`src/rtl/mem_arbiter.sv`:
```
// Shares one single-ported memory between fetch and data ports: data wins ties, a bounded starvation
// counter forces fetch through; one grant per cycle, registered response one cycle later, no backpressure.
module mem_arbiter #(
   parameter int STARVE_LIMIT = 4
) (
   input  logic        clk_i,
   input  logic        reset_i,
   input  logic        ireq_valid_i,
   output logic        ireq_ready_o,
   input  logic [31:0] ireq_addr_i,
   input  logic [1:0]  ireq_size_i,
   output logic        irsp_valid_o,
   output logic [31:0] irsp_data_o,
   output logic        irsp_err_o,
   input  logic        dreq_valid_i,
   output logic        dreq_ready_o,
   input  logic        dreq_write_i,
   input  logic [31:0] dreq_addr_i,
   input  logic [1:0]  dreq_size_i,
   input  logic [31:0] dreq_wdata_i,
   output logic        drsp_valid_o,
   output logic [31:0] drsp_data_o,
   output logic        drsp_err_o,
   output logic [31:0] memif_rd_addr,
   output logic [1:0]  memif_rd_size,
   input  logic [31:0] memif_rd_data,
   output logic [31:0] memif_wr_addr,
   output logic [1:0]  memif_wr_size,
   output logic [31:0] memif_wr_data,
   output logic        memif_wr_enable
);

   // mem_access_size_t encoding
   localparam logic [1:0] SZ_BYTE = 2'd0;
   localparam logic [1:0] SZ_HALF = 2'd1;
   localparam logic [1:0] SZ_WORD = 2'd2;

   localparam int CW = (STARVE_LIMIT > 0) ? $clog2(STARVE_LIMIT + 1) : 1;
   localparam logic [CW-1:0] LIMIT = CW'(STARVE_LIMIT);

   logic [CW-1:0] starve_cnt;
   logic          i_gnt, d_gnt, any_gnt;
   logic [31:0]   g_addr;
   logic [1:0]    g_size;
   logic          g_write, g_mis, g_fwd;
   logic [31:0]   rd_masked;

   function automatic logic misaligned(input logic [1:0] size, input logic [1:0] lsb);
      case (size)
         SZ_BYTE: return 1'b0;
         SZ_HALF: return lsb[0];
         default: return lsb != 2'b00;
      endcase
   endfunction

   function automatic logic [31:0] size_mask(input logic [1:0] size);
      case (size)
         SZ_BYTE: return 32'h0000_00FF;
         SZ_HALF: return 32'h0000_FFFF;
         default: return 32'hFFFF_FFFF;
      endcase
   endfunction

   // Grants are gated by reset so a same-cycle access neither writes nor responds.
   assign i_gnt   = !reset_i && ireq_valid_i && (!dreq_valid_i || starve_cnt == LIMIT);
   assign d_gnt   = !reset_i && dreq_valid_i && !i_gnt;
   assign any_gnt = i_gnt || d_gnt;

   assign ireq_ready_o = i_gnt;
   assign dreq_ready_o = d_gnt;

   assign g_addr    = d_gnt ? dreq_addr_i : ireq_addr_i;
   assign g_size    = d_gnt ? dreq_size_i : ireq_size_i;
   assign g_write   = d_gnt && dreq_write_i;
   assign g_mis     = misaligned(g_size, g_addr[1:0]);
   assign g_fwd     = any_gnt && !g_mis;
   assign rd_masked = memif_rd_data & size_mask(g_size);

   always_comb begin
      memif_rd_addr   = 32'h0;
      memif_rd_size   = SZ_WORD;
      memif_wr_addr   = 32'h0;
      memif_wr_size   = SZ_WORD;
      memif_wr_data   = 32'h0;
      memif_wr_enable = 1'b0;
      if (g_fwd) begin
         memif_rd_addr = g_addr;
         memif_rd_size = g_size;
         if (g_write) begin
            memif_wr_addr   = g_addr;
            memif_wr_size   = g_size;
            memif_wr_data   = dreq_wdata_i;
            memif_wr_enable = 1'b1;
         end
      end
   end

   always_ff @(posedge clk_i) begin
      if (reset_i) begin
         starve_cnt   <= '0;
         irsp_valid_o <= 1'b0;
         irsp_data_o  <= 32'h0;
         irsp_err_o   <= 1'b0;
         drsp_valid_o <= 1'b0;
         drsp_data_o  <= 32'h0;
         drsp_err_o   <= 1'b0;
      end else begin
         // A data grant with fetch waiting implies starve_cnt < LIMIT, so this cannot overflow.
         if (d_gnt && ireq_valid_i)
            starve_cnt <= starve_cnt + CW'(1);
         else
            starve_cnt <= '0;

         irsp_valid_o <= i_gnt;
         drsp_valid_o <= d_gnt;
         if (i_gnt) begin
            irsp_data_o <= g_fwd ? rd_masked : 32'h0;
            irsp_err_o  <= g_mis;
         end
         if (d_gnt) begin
            drsp_data_o <= (g_fwd && !g_write) ? rd_masked : 32'h0;
            drsp_err_o  <= g_mis;
         end
      end
   end

endmodule

```
`config.mk`:
```
export PLATFORM = sky130hd
export DESIGN_NAME = mem_arbiter
export DESIGN_NICKNAME = d
export VERILOG_FILES = /design/src/rtl/mem_arbiter.sv
export SDC_FILE = /design/constraint.sdc
export NUM_CORES = 1
export LEC_CHECK = 0
export BUFFER_PORTS_ARGS = -buffer_cell sky130_fd_sc_hd__buf_4
export CORE_AREA = 10 10 113 115
export CTS_CLUSTER_DIAMETER = 80
export DETAILED_ROUTE_END_ITERATION = 16
export DIE_AREA = 0 0 123 125
export GPL_TIMING_DRIVEN = 0
export HOLD_SLACK_MARGIN = 0.08
export PLACE_DENSITY = 0.78
export RECOVER_POWER = 50
export SLEW_MARGIN = 20
export SYNTH_ARGS = -nofsm -noshare
export SYNTH_HDL_FRONTEND = slang
export SYNTH_SLANG_ARGS = --single-unit
export TNS_END_PERCENT = 1
```
`constraint.sdc`:
```
create_clock -name clk_i -period 2.01 [get_ports clk_i]
set_input_delay 0 -clock clk_i [delete_from_list [all_inputs] [get_ports clk_i]]
set_output_delay 0 -clock clk_i [all_outputs]
set_load 0.1 [all_outputs]
```
==> flow_metrics.py, run 1 <==
metrics = {
    "synth": {
        "syn-num-nets": 515,
        "synth_async_sr_flop_share": 0,
        "synth_edf_count": 0,
        "yosysSeqAreaShare": 0.422,
        "synth_area_leader_cell": "dfxtp_1",
        "synth_compound_area_frac": 0.277,
        "synth.area.top_cells": "dfxtp_1 42%, a22o_1 15%, and2_1 12%, a21oi_2 8.1%, nand2_1 8.0%",
        "synth_fa_ha_area_frac": 0.00744,
        "ys_ff_latch": 71,
        "synth_most_common_cell": "nand2_1",
        "synth_xor_area_frac": 0,
        "synth_area_per_cell_um2": 8.95,
        "synthTopCellsByCount": "72 x nand2_1, 71 x dfxtp_1, 66 x and2_1, 56 x a22o_1, 31 x a21oi_2",
        "synth_top_family_by_area": "compound AO/OA/AOI/OAI gates",
        "ys_types": 31,
        "synthFlopType": "dfxtp_1",
        "netlist.area_leader.share": 0.422,
        "synth-simple-area-share": 0.238,
        "synthMuxAreaShare": 0.00595,
        "synthCells": 376,
        "synth_warnings": 0,
        "syn_area_mm2": 0.00336,
    },
    "power": {
        "p_leak_nw": 3.60,
        "p_total_mw": 4.46,
        "p_per_area_mw_per_mm2": 538,
        "ir_worst_vdd_mv": 0.590,
    },
    "outcome": {
        "violations": "setup timing",
        "status": "complete, but fails checks",
    },
    "die": {
        "core.rowCount": 38,
        "io_pins": 308,
        "core_area_mm2": 0.0106,
        "die_y_um": 125,
        "die_x_um": 123,
        "fp.dieArea_mm2": 0.0154,
        "start_util": 0.317,
    },
    "placed_design": {
        "gp_congestion": 1.01,
        "io_buffers": 307,
        "pre_cts_slack_ns": -0.543,
        "placed_area_mm2": 0.00611,
        "hpwlAfterDp_um": 15000,
    },
    "detailed_routing": {
        "drt-initial-drc-count": 283,
        "detail_route.vias_per_cell": 5.12,
        "routed_wl_um": 22200,
        "drtAntennaViolNets": 0,
        "routedWlPerCell_um": 24.9,
        "drcViolationCount": 0,
        "via_count": 4571,
        "firstDrtPassIters": 5,
    },
    "flow_run": {
        "drv_cap": 0,
    },
    "sta": {
        "clock_skew_ns": 0.0132,
        "worstMarginPinSlew_ns": 1.25,
        "rsz0062_at_grt": "yes",
        "fin_crit_ns": 2.34,
        "finalSetupViolations": 89,
        "fin_ws_ns": -0.326,
        "timing.fmax_mhz": 428,
        "maxSlewHeadroom": 0.169,
        "hold_viol_final": 0,
        "finalMaxSlewViolations": 0,
        "finalCritPeriodShare": 1.16,
    },
    "setup_path": {
        "slowest_stage": "a2111o_2",
        "critPathBufInv": 4,
        "crit_arrival_ns": 2.34,
        "max_stage_delay_ns": 0.52,
        "cp-start-kind": "flip-flop",
        "crit_fanout": 4,
        "ff2ff_setup_slack_ns": 0.02,
        "required_ns": 2.01,
        "crit_chain": "inv_2 > ha_4 > nand3_4 > nor4bb_4 > a2111o_2 > buf_6 > buf_6 > nand3b_1 > buf_12",
        "worst_setup_path_end_kind": "output port",
        "critPathTopFamily": "buffers and inverters",
        "critPathKind": "reg -> out",
        "critPathMostFrequentCell": "buf_6",
    },
    "clocking": {
        "clockBufferDepth": 2,
        "clock_latency_ns": 0.35,
        "clkSinkCount": 71,
        "numCtsBuffers": 9,
        "path_clk_slew_ns": 0.07,
        "tritoncts": "done",
        "root_buffer": "clkbuf_8",
        "htree_levels": 3,
    },
    "final_layout": {
        "drive_gt1_frac": 0.563,
        "syn2layout_area_growth_pct": 146,
        "nFillCells": 628,
        "final_area_mm2": 0.00828,
        "fin_nets": 885,
    },
    "grt": {
        "grt_pass1_vias": 5118,
        "grt_overflow": 0,
        "grt_max_degree": 14,
        "grt_pass1_wl_um": 33000,
        "antenna_found_initial": 1,
        "gr-usage-all-layers": 0.277,
    },
    "hold_path": {
        "hp-class": "in -> reg",
    },
}
what timing repair did:
action	4_1_cts	5_1_grt
setup endpoints to repair	145	142
hold buffers	37	0
endpoints found under the hold margin	69	0
gates cloned	2	0
buffers inserted	12	1
pin swaps	40	33
gates resized for setup	402	28
layer usage:
metal / wire length (um) / part of all wire / global-route usage
met5: 0 / 0 / 0
met4: 1060 / 0.048 / 0.138
met3: 2060 / 0.093 / 0.0927
met2: 11400 / 0.51 / 0.494
met1: 7640 / 0.34 / 0.280
final cells by class:
cell class	instances	area, um^2	share of cell area
Clock buffer	10	138	0.0166
Clock inverter	6	92.6	0.0112
Tap cell	140	175	0.0212
Inverter	6	22.5	0.00272
Timing Repair Buffer	359	3900	0.471
Buffer	30	274	0.0331
Sequential cell	71	1420	0.172
Antenna cell	1	2.50	0.000302
Multi-Input combinational cell	269	2250	0.272
per-stage QoR:
stage,setup TNS (ns),hold WS (ns),std cells,util
after floorplan,-21.24,0.0919,376,-
after global placement,-23.89,0.220,823,0.576
after detailed placement,-34.00,0.225,823,0.576
after CTS,-20.71,0.124,890,0.794
after global routing,-27.12,0.145,892,0.781
final,-11.90,0.130,892,0.781
sequential cells by signal (all words and copies together) (netlist names):
signal and flops:
starve_cnt 3, drsp_valid_o 1, drsp_data_o 32, drsp_err_o 1
irsp_valid_o 1, irsp_err_o 1, irsp_data_o 32
worst register-to-register path, delay by kind of cell, from the launching register on:
kind            cells  cell delay, ns
flops               1            0.34
compound gates      2            0.44
buf+inv             1            0.04
simple gates        2            0.95
fa+ha+maj           1            0.16
where the power goes:
part	internal [mW]	switching [mW]	total, mW
clock	0.741	0.571	1.31
sequential	1.44	0.0222	1.47
combinational	0.598	1.08	1.68
path summary, 6_finish.rpt:
check / end / cells after the start / from
max: memif_rd_size[1] / 9 / starve_cnt[0]$_SDFF_PP0_
min: starve_cnt[1]$_SDFF_PP0_ / 3 / reset_i
max reg2reg: drsp_data_o[9]$_SDFFE_PP0N_ / 6 / starve_cnt[0]$_SDFF_PP0_
min reg2reg: drsp_err_o$_SDFFE_PP0N_ / 1 / drsp_err_o$_SDFFE_PP0N_
logic make-up (layout without fill, tap and decap cells):
kind of cell / count (synthesis) / count (layout)
AO/OA/AOI/OAI: 108 / 108
adder cells (fa/ha/maj): 2 / 2
buffers and inverters: 36 / 411
flip-flops: 71 / 71
multiplexers: 2 / 2
other: 0 / 1
AND/OR/NAND/NOR: 157 / 157
placed cells by master (no fill, tap or decap), drive strengths merged, types with 2 or more instances in the layout:
cell type	synthesis	routed
o2111a	2	2
ha	2	2
bufinv	0	2
nor2	8	8
o211ai	2	2
a32o	8	8
a21oi	37	37
nor2b	2	2
clkinv	0	2
and2	66	66
clkbuf	17	74
mux2i	2	2
inv	6	7
dfxtp	71	71
nand2	72	72
nand2b	2	2
dlygate4sd3	0	37
buf	13	287
a22o	56	56
Power figures use the tool's default switching activity.
==> inputs of run 2 (changes only) <==
--- a/config.mk
+++ b/config.mk
@@ -6,13 +6,14 @@
 export NUM_CORES = 1
 export LEC_CHECK = 0
 export BUFFER_PORTS_ARGS = -buffer_cell sky130_fd_sc_hd__buf_4
-export CORE_AREA = 10 10 113 115
+export CORE_AREA = 10 10 111 113
+export CTS_BUF_LIST = sky130_fd_sc_hd__clkbuf_8
 export CTS_CLUSTER_DIAMETER = 80
 export DETAILED_ROUTE_END_ITERATION = 16
-export DIE_AREA = 0 0 123 125
+export DIE_AREA = 0 0 121 123
 export GPL_TIMING_DRIVEN = 0
 export HOLD_SLACK_MARGIN = 0.08
-export PLACE_DENSITY = 0.78
+export PLACE_DENSITY = 0.8
 export RECOVER_POWER = 50
 export SLEW_MARGIN = 20
 export SYNTH_ARGS = -nofsm -noshare
==> flow_metrics.py, run 2 (synthesis gave the netlist of run 1 again) <==
metrics = {
    "power": {
        "p_leak_nw": 3.52,
        "ir_worst_vdd_mv": 0.646,
        "p_per_area_mw_per_mm2": 537,
    },
    "setup_path": {
        "worst_setup_path_end_kind": "output port",
        "crit_arrival_ns": 2.35,
        "max_stage_delay_ns": 0.60,
        "critPathKind": "reg -> out",
        "ff2ff_setup_slack_ns": -0.07,
        "slowest_stage": "a2111o_2",
        "required_ns": 2.01,
        "crit_chain": "inv_2 > ha_4 > nand3_4 > nor4bb_4 > a2111o_2 > buf_8 > a21oi_4 > buf_12",
        "crit_fanout": 10,
        "cp-start-kind": "flip-flop",
    },
    "sta": {
        "timing.fmax_mhz": 425,
        "clock_skew_ns": 0.00697,
        "finalCritPeriodShare": 1.17,
        "rsz0062_at_grt": "yes",
        "finalSetupViolations": 109,
        "worstMarginPinSlew_ns": 1.28,
        "fin_ws_ns": -0.344,
        "fin_crit_ns": 2.35,
        "hold_viol_final": 0,
        "maxSlewHeadroom": 0.153,
        "finalMaxSlewViolations": 0,
    },
    "clocking": {
        "path_clk_slew_ns": 0.07,
        "numCtsBuffers": 9,
        "tritoncts": "done",
        "clockBufferDepth": 2,
        "htree_levels": 3,
        "clock_latency_ns": 0.34,
        "root_buffer": "clkbuf_8",
        "clkSinkCount": 71,
    },
    "detailed_routing": {
        "detail_route.vias_per_cell": 5.32,
        "drtAntennaViolNets": 0,
        "via_count": 4722,
        "drcViolationCount": 0,
        "routedWlPerCell_um": 26.0,
        "firstDrtPassIters": 5,
        "routed_wl_um": 23100,
        "drt-initial-drc-count": 388,
    },
    "placed_design": {
        "gp_congestion": 0.978,
        "io_buffers": 307,
        "placed_area_mm2": 0.00610,
        "hpwlAfterDp_um": 15000,
        "pre_cts_slack_ns": -0.529,
    },
    "flow_run": {
        "drv_cap": 0,
    },
    "outcome": {
        "violations": "setup timing",
        "status": "complete, but fails checks",
    },
    "final_layout": {
        "final_common_cell": "buf_4",
        "nFillCells": 576,
        "final_area_mm2": 0.00818,
        "mostFrequentLayoutCells": "159 x buf_4, 99 x buf_12, 71 x nand2_1",
        "fin_nets": 886,
        "syn2layout_area_growth_pct": 143,
        "biggestRegsByFlops": "drsp_data_o x32, irsp_data_o x32, starve_cnt x3",
        "drive_gt1_frac": 0.550,
    },
    "die": {
        "io_pins": 308,
        "start_util": 0.332,
        "core.rowCount": 37,
        "die_y_um": 123,
        "fp.dieArea_mm2": 0.0149,
        "core_area_mm2": 0.0101,
        "die_x_um": 121,
    },
    "grt": {
        "grt_overflow": 0,
        "grt_pass1_vias": 5157,
        "grt_max_degree": 13,
        "antenna_found_initial": 1,
        "grt_pass1_wl_um": 33000,
        "gr-usage-all-layers": 0.287,
    },
    "hold_path": {
        "hp-class": "in -> reg",
    },
}
run 2: changes by cell type in the layout (fill, tap and decap cells not counted), moves of 3 or more:
cell	before	now
clkbuf_1	54	65
buf_6	7	4
buf_12	102	99
buf_8	6	9
buf_4	165	159
run 2: layer usage:
metal	GRT usage	share of wire	vias up	routed length, um
met5	0	0	-	0
met2	0.524	0.52	298	12000
met1	0.279	0.35	2309	8030
li1	-	-	2049	-
met3	0.105	0.084	66	1940
met4	0.149	0.048	0	1100
run 2: final cells by class:
cell class,count,area (um^2),area share
Inverter,6,22.5,0.00275
Clock buffer,10,138,0.0168
Clock inverter,5,82.6,0.0101
Multi-Input combinational cell,269,2260,0.276
Antenna cell,1,2.50,0.000306
Buffer,30,277,0.0338
Timing Repair Buffer,360,3810,0.465
Sequential cell,71,1420,0.174
Tap cell,136,170,0.0208
run 2: metrics by stage:
step	cells	utilization	hold WS, ns	power [mW]	setup TNS [ns]
3_5_place_dp	819	0.602	0.223	2.86	-30.62
4_1_cts	881	0.819	0.0860	4.37	-23.32
5_1_grt	888	0.807	0.140	4.52	-33.46
2_1_floorplan	376	-	0.0919	2.41	-21.24
6_report	888	0.807	0.130	4.40	-24.94
3_3_place_gp	819	0.602	0.220	2.84	-21.40
run 2: path summary, 6_finish.rpt:
| kind | start | to | cells past startpoint |
|---|---|---|---|
| worst max-delay path | starve_cnt[0]$_SDFF_PP0_ | memif_rd_addr[15] | 8 |
| worst min-delay path | reset_i | starve_cnt[1]$_SDFF_PP0_ | 3 |
| worst max register to register | starve_cnt[1]$_SDFF_PP0_ | drsp_data_o[15]$_SDFFE_PP0N_ | 7 |
| worst min register to register | drsp_err_o$_SDFFE_PP0N_ | drsp_err_o$_SDFFE_PP0N_ | 1 |
run 2: power by group:
part | total, mW | internal, mW | switching (mW)
Sequential | 1.47 | 1.45 | 0.0233
Combinational | 1.66 | 0.575 | 1.09
Clock | 1.27 | 0.728 | 0.538
run 2: repair_timing:
item,CTS,global route
resized for setup,396,40
setup buffers,9,6
hold endpoints to repair,69,0
cloned,1,0
hold buffers,37,0
pin swaps,43,29
setup endpoints to repair,147,159
run 2: worst max-delay path: cells and delay by family, from the launching register on:
kind	cells	cell delay [ns]
compound gates	2	0.76
buf+inv	3	0.49
flops	1	0.33
simple gates	2	0.27
fa+ha+maj	1	0.15
